<file path="config.mk">
export PLATFORM = sky130hd
export DESIGN_NAME = sdio_wbarbiter
export DESIGN_NICKNAME = d
export VERILOG_FILES = /design/src/rtl/sdio_wbarbiter.sv
export SDC_FILE = /design/constraint.sdc
export NUM_CORES = 1
export LEC_CHECK = 0
export BUFFER_PORTS_ARGS = -buffer_cell sky130_fd_sc_hd__buf_2
export CORE_AREA = 2 2 89 91
export CTS_CLUSTER_SIZE = 25
export DETAILED_ROUTE_END_ITERATION = 10
export DIE_AREA = 0 0 91 93
export GPL_TIMING_DRIVEN = 0
export HOLD_SLACK_MARGIN = 0.02
export PLACE_DENSITY_LB_ADDON = 0.05
export SYNTH_ARGS = -nofsm -noshare
export SYNTH_HDL_FRONTEND = slang
export SYNTH_SLANG_ARGS = --single-unit
export TNS_END_PERCENT = 30
</file>
<file path="constraint.sdc">
create_clock -name i_clk -period 6.6 [get_ports i_clk]
set_input_delay 0.66 -clock i_clk [delete_from_list [all_inputs] [get_ports i_clk]]
set_output_delay 0.66 -clock i_clk [all_outputs]
set_load 0.02 [all_outputs]
</file>
<file path="src/rtl/sdio_wbarbiter.sv">
// Two-master pipelined Wishbone arbiter in front of the sdio_top register port.
// Ownership lasts a full cyc; contention is resolved round-robin via the last-served bit.
module sdio_wbarbiter #(
    parameter int AW      = 3,
    parameter int DW      = 32,
    parameter int LGOUTST = 4
) (
    input  logic            i_clk,
    input  logic            i_reset_n,
    input  logic            i_a_cyc,
    input  logic            i_a_stb,
    input  logic            i_a_we,
    input  logic [AW-1:0]   i_a_addr,
    input  logic [DW-1:0]   i_a_data,
    input  logic [DW/8-1:0] i_a_sel,
    output logic            o_a_stall,
    output logic            o_a_ack,
    output logic [DW-1:0]   o_a_data,
    input  logic            i_b_cyc,
    input  logic            i_b_stb,
    input  logic            i_b_we,
    input  logic [AW-1:0]   i_b_addr,
    input  logic [DW-1:0]   i_b_data,
    input  logic [DW/8-1:0] i_b_sel,
    output logic            o_b_stall,
    output logic            o_b_ack,
    output logic [DW-1:0]   o_b_data,
    output logic            o_wb_cyc,
    output logic            o_wb_stb,
    output logic            o_wb_we,
    output logic [AW-1:0]   o_wb_addr,
    output logic [DW-1:0]   o_wb_data,
    output logic [DW/8-1:0] o_wb_sel,
    input  logic            i_wb_stall,
    input  logic            i_wb_ack,
    input  logic [DW-1:0]   i_wb_data
);

    typedef enum logic [1:0] {IDLE, OWN_A, OWN_B} state_t;

    state_t             state, state_nxt;
    logic               last, last_nxt;   // 1: B was served most recently
    logic [LGOUTST-1:0] outst;
    logic               own_a, own_b, own_cyc, own_stb;
    logic               a_req, b_req, limit, accept, ack_ok;

    assign a_req   = i_a_cyc && i_a_stb;
    assign b_req   = i_b_cyc && i_b_stb;
    assign own_a   = (state == OWN_A);
    assign own_b   = (state == OWN_B);
    assign own_cyc = (own_a && i_a_cyc) || (own_b && i_b_cyc);
    assign own_stb = own_cyc && ((own_a && i_a_stb) || (own_b && i_b_stb));
    assign limit   = &outst;
    assign accept  = o_wb_stb && !i_wb_stall;
    // Acks with nothing in flight belong to an abandoned cycle and are swallowed
    assign ack_ok  = i_wb_ack && own_cyc && (outst != '0);

    // Arbitration also runs in the cycle the owner drops cyc, allowing direct handoff
    always_comb begin
        state_nxt = state;
        last_nxt  = last;
        if (!own_cyc) begin
            state_nxt = IDLE;
            if (a_req && (!b_req || last)) begin
                state_nxt = OWN_A;
                last_nxt  = 1'b0;
            end else if (b_req) begin
                state_nxt = OWN_B;
                last_nxt  = 1'b1;
            end
        end
    end

    always_ff @(posedge i_clk) begin
        if (!i_reset_n) begin
            state <= IDLE;
            last  <= 1'b1;
            outst <= '0;
        end else begin
            state <= state_nxt;
            last  <= last_nxt;
            if (!own_cyc)
                outst <= '0;
            else if (accept && !ack_ok)
                outst <= outst + 1'b1;
            else if (!accept && ack_ok)
                outst <= outst - 1'b1;
        end
    end

    always_comb begin
        o_wb_cyc  = own_cyc;
        o_wb_stb  = own_stb && !limit;
        o_wb_we   = 1'b0;
        o_wb_addr = '0;
        o_wb_data = '0;
        o_wb_sel  = '0;
        if (own_a) begin
            o_wb_we   = i_a_we;
            o_wb_addr = i_a_addr;
            o_wb_data = i_a_data;
            o_wb_sel  = i_a_sel;
        end else if (own_b) begin
            o_wb_we   = i_b_we;
            o_wb_addr = i_b_addr;
            o_wb_data = i_b_data;
            o_wb_sel  = i_b_sel;
        end
    end

    assign o_a_stall = !own_a || i_wb_stall || limit;
    assign o_b_stall = !own_b || i_wb_stall || limit;
    assign o_a_ack   = ack_ok && own_a;
    assign o_b_ack   = ack_ok && own_b;
    assign o_a_data  = i_wb_data;
    assign o_b_data  = i_wb_data;

endmodule

</file>
Word-level counts from Yosys, hierarchy flattened. Index checks and enable logic that the tools add are counted.

Word-level logic and storage cells: 58. Bits of input ports: 120. RAM bits: 0. Output and inout bits: 110. Memories kept: 0. ROM bits: 0. Bits in latches: 0. Flip-flop bits (word level): 7.

Add/sub/neg operators: 2. Order comparisons: 0. Div/mod/pow operators: 0. Shift-type cells: 0. Muxes and demuxes: 14. $mul: 0. Eq/ne operators: 2. Reductions and logical operators: 36. Bitwise logic cells: 1.

Operators by type and width (count): $mux W32 (2); $logic_and A1 B1 Y1 (16); $mux W4 (4); $logic_not A1 Y1 (7); $logic_or A1 B1 Y1 (7); $mux W3 (2); $add A4 B1 Y4 const B (1); $mux W1 (4); $mux W2 (2); $reduce_and A2 Y1 (2); $reduce_and A4 Y1 (1); $reduce_bool A2 Y1 (2); $reduce_bool A4 Y1 (1); $sub A4 B1 Y4 const B (1); $eq A2 B1 Y1 const B (1); $eq A2 B2 Y1 const B (1); $not A1 Y1 (1).

Longest topological paths before layout.
Word-level depth: 10. Mapped depth: 11. Gate-level depth less buffers: 11.

Worst setup path before layout. OpenSTA, ideal clock, no wires.

Path kind: in2reg. From: input port i_a_cyc. To: register outst[3]. Slack: 3.860 ns. Data required time: 6.540 ns. Cell stages on the path: 10. Path buffers: 0. Arrival: 2.680 ns. Cell sequence: and3b_2 or2_1 nand3_1 ha_1 inv_1 ha_1 a21oi_1 a211oi_1 or4_1 nand2_1.

Cells in the longest elaborated chain, start to end: 8. Elaborated cells on any way between the ends: 14.

Ends and longest elaborated chain: start, declared (RTL line 10) `input logic i_a_cyc,`; $logic_and A1 B1 Y1 (*) (RTL line 51) `assign own_cyc = (own_a && i_a_cyc) || (own_b && i_b_cyc);`; $logic_or A1 B1 Y1 (*) (RTL line 51); net o_wb_cyc (RTL line 28) `output logic o_wb_cyc,`; $logic_and A1 B1 Y1 (RTL line 52) `assign own_stb = own_cyc && ((own_a && i_a_stb) || (own_b && i_b_stb));`; $logic_and A1 B1 Y1 (RTL line 93) `o_wb_stb = own_stb && !limit;`; $logic_and A1 B1 Y1 (RTL line 54) `assign accept = o_wb_stb && !i_wb_stall;`; $logic_not A1 Y1 (RTL line 86) `else if (!accept && ack_ok)`; $logic_and A1 B1 Y1 (RTL line 86); $reduce_bool A2 Y1 (no line); end signal, assigned (RTL line 85) `outst <= outst + 1'b1;`; end signal, assigned (RTL line 87) `outst <= outst - 1'b1;`; end, declared (RTL line 43) `logic [LGOUTST-1:0] outst;`.

Mark *: on every way through the listed nets, which the timed path passes. The rest lies on a longest branch. A chain may end at the register's enable or synchronous reset.

Worst setup path in the final report.
From: input port i_a_cyc. To: register outst[3].

Cells in the longest elaborated chain, start to end: 8. Elaborated cells on any way between the ends: 14.

Ends and longest elaborated chain (RTL line): $logic_and A1 B1 Y1 (*) (51); $logic_or A1 B1 Y1 (*) (51); $logic_and A1 B1 Y1 (52); $logic_and A1 B1 Y1 (93); $logic_and A1 B1 Y1 (54); $logic_not A1 Y1 (86); $logic_and A1 B1 Y1 (86); $reduce_bool A2 Y1 (no line).

Mark *: on every way between the ends. The rest lies on a longest branch, timed or not.

==> results.md <==
* Outcome: finished, final reports clean
* CTS Buffer Depth at 2
* Family with the most delay on the worst path: simple AND/OR/NAND/NOR gates
* Largest net degree at the start of global routing at 11
* Max cap viols at 0
* Die height at a little over 90 um
* Row count at 32
* Share of cells above drive strength 1 at 0.733
* GP Congestion at 0.760
* I/O Buffers at just under 200
* Critical-path cell list: buf_2 > and3b_2 > or2_1 > nand3_1 > ha_1 > inv_1 > ha_1 > a21oi_1 > a211oi_1 > or4_1 > nand2_1
* Leak at between 1.5 and 2 nW
* Cts repair resizes at 0
* First-pass GRT wire length at roughly 8900 um
* Max incr delay on CP at ~490 ps
* Max-slew violation count at 0
* Syn avg cell area at ~7.8 um2
* Synth Net Count at approximately 300
* HPWL Detailed at between 5000 and 6000 um
* I/O pin cnt at 230
* Fin crit period at 2760 ps
* Post-route ant nets at 0
* TritonCTS clock tree: built
* Critical Path Start: i_a_cyc
* Worst Setup End Kind: flop
* CORE AREA at 0.00753 mm2
* Commonest cells after routing, fill and taps aside: buf_2, buf_4, a22o_1, nor2_1, dfxtp_1
* Remaining DRCs at 0
* Predominant post-synthesis flop cell: dfxtp_1
* Fin nets at about 500
* Cell Pwr Density at around 110 mW/mm2
* Number of global-route vias before repair at about 1700
* DRT iter0 DRCs at 36
* Worst Tran Pin Value at around 300 ps
* Critical Path Start Type: input pin
* CP most frequent cell: ha_1
* Reg2reg setup slack at 3980 ps
* Critical path type: input pin to flop
* CP max FO at 4
* Worst Skew at ~2.7 ps
* Worst setup path endpoint: outst[3]
* WP depth at 11
* Rel. slew slack at 0.804
* H-tree Lvls at 1
* Worst Reg-to-Reg Cells at 10
* Sequential area share after synthesis at 0.104
* WL/cell at approximately 13 um
* Initial antenna violation count at 0
* FFs w/ async S/R, synth at 0
* Clock sinks at 7
* Crit share post-route at 0.418
* Total Neg Setup Slack at 0 ps
* Max Clk Rate at between 300 and 400 MHz
* Most common cell after layout, fill and taps aside: buf_2
* Total die area at 0.00846 mm2
* RSZ-0062 raised after global routing: false
* Starting Density at 0.180
* DR pass1 iterations at 3
* Final hold vios at 0
* Synth Cell Area at 0.00135 mm2
* # Post-CTS Setup Buffers at 0
* Vias per cell at 3.86
* Crit path buf inv count at 2
* Post-Route WL at about 6300 um
* Gr ovfl total at 0
* Hold buffers post-CTS at 0
* Filler cell count at 856
* Diodes inserted at 0
* Max rail drop VDD at 0.0588 mV
* Later-pin clock latency in the skew report at 220 ps
* Arrival @ worst endpoint at between 2000 and 3000 ps
* Post-Route Utilization at 0.334
* YS warnings at 0
* Crit-path slowest cell: or4_1
* Overall Global Routing Usage at 0.130
* Worst min-delay path class: flop to flop
* R2r endpoint: outst[3]
* Worst hold start: last
* DR vias at 1839
* Synthesized flop and latch total at 7
* CP Data Required Time at between 6000 and 7000 ps
* Area growth, synth to finish at 85.7%
* Post-synth EDFFs at 0
* Setup violators final at 0
* Cts bufs inserted at 3
* CTS root buffer: clkbuf_8
* R2r startpoint: state[1]
* WHS at roughly 500 ps
* Mapped Cells at ~170
* CTS clk-pin slew, worst paths at about 40 ps
* Die X-Extent at slightly above 90 um
* Unique cell type count in the Yosys netlist at 33
worst min-delay path by stage:
stage	to	slack, ps	depth (start not counted)
after CTS	last	510	2
after global routing	last	530	2
after detailed placement	last	500	2
final	last	500	2
after floorplan	last	470	2
after global placement	last	500	2
where the power goes:
group	switching, mW	internal, mW	leakage, nW
registers	0.00103	0.0437	0.0569
clock network	0.0179	0.0417	0.0228
logic	0.0884	0.0813	1.45
cell usage after synthesis (2+ instances only):
master / n / area, um2
buf_4: 64 / 480
a22o_1: 40 / 350
nor2_1: 11 / 41.3
buf_2: 8 / 40.0
dfxtp_1: 7 / 140
nand2_1: 6 / 22.5
clkbuf_1: 3 / 11.3
ha_1: 3 / 37.5
a21oi_1: 2 / 10.0
a31oi_1: 2 / 12.5
inv_1: 2 / 7.51
nand3_1: 2 / 10.0
nor2b_1: 2 / 12.5
or4_1: 2 / 15.0
registers in the layout, summed over array words and instances (netlist names):
name	flops
last	1
outst	4
state	2
cell families after synthesis:
kind of cell,after synthesis,synth area share
buffers and inverters,77,0.399
AOI/OAI and AO/OA,51,0.315
and+or+nand+nor,31,0.119
DFF,7,0.104
adders and majority gates,4,0.0426
xor gates and xnor gates,2,0.0130
muxes,1,0.00740
final cells by class:
| class | count | area [um2] | share of cell area |
|---|---|---|---|
| Buffer | 75 | 532 | 0.212 |
| Clock buffer | 4 | 45.0 | 0.0179 |
| Inverter | 2 | 7.51 | 0.00299 |
| Multi-Input combinational cell | 89 | 673 | 0.268 |
| Sequential cell | 7 | 140 | 0.0558 |
| Tap cell | 102 | 128 | 0.0508 |
| Timing Repair Buffer | 197 | 986 | 0.393 |
layer usage:
metal  GRT usage  routed length, um
met3      0.0371                551
met1       0.140               2330
met5           0                  0
met2       0.254               3390
met4      0.0202                 32
through the flow:
stage          worst slack (ps)  instances  cell area, um2  total power, mW
2_1_floorplan              3860        173            1350            0.151
3_3_place_gp               3610        472            2470            0.217
3_5_place_dp               3600        472            2470            0.216
4_1_cts                    3820        476            2510            0.277
5_1_grt                    3630        476            2510            0.290
6_report                   3840        476            2510            0.274
worst register-to-register path: cells and delay by family (launching register included):
| family | cells | cell delay, ps |
|---|---|---|
| simple gates | 5 | 1280 |
| buf+inv | 1 | 90 |
| fa+ha+maj | 2 | 520 |
| flops | 1 | 390 |
| compound gates | 2 | 280 |
(Power assumes the default switching activity.)
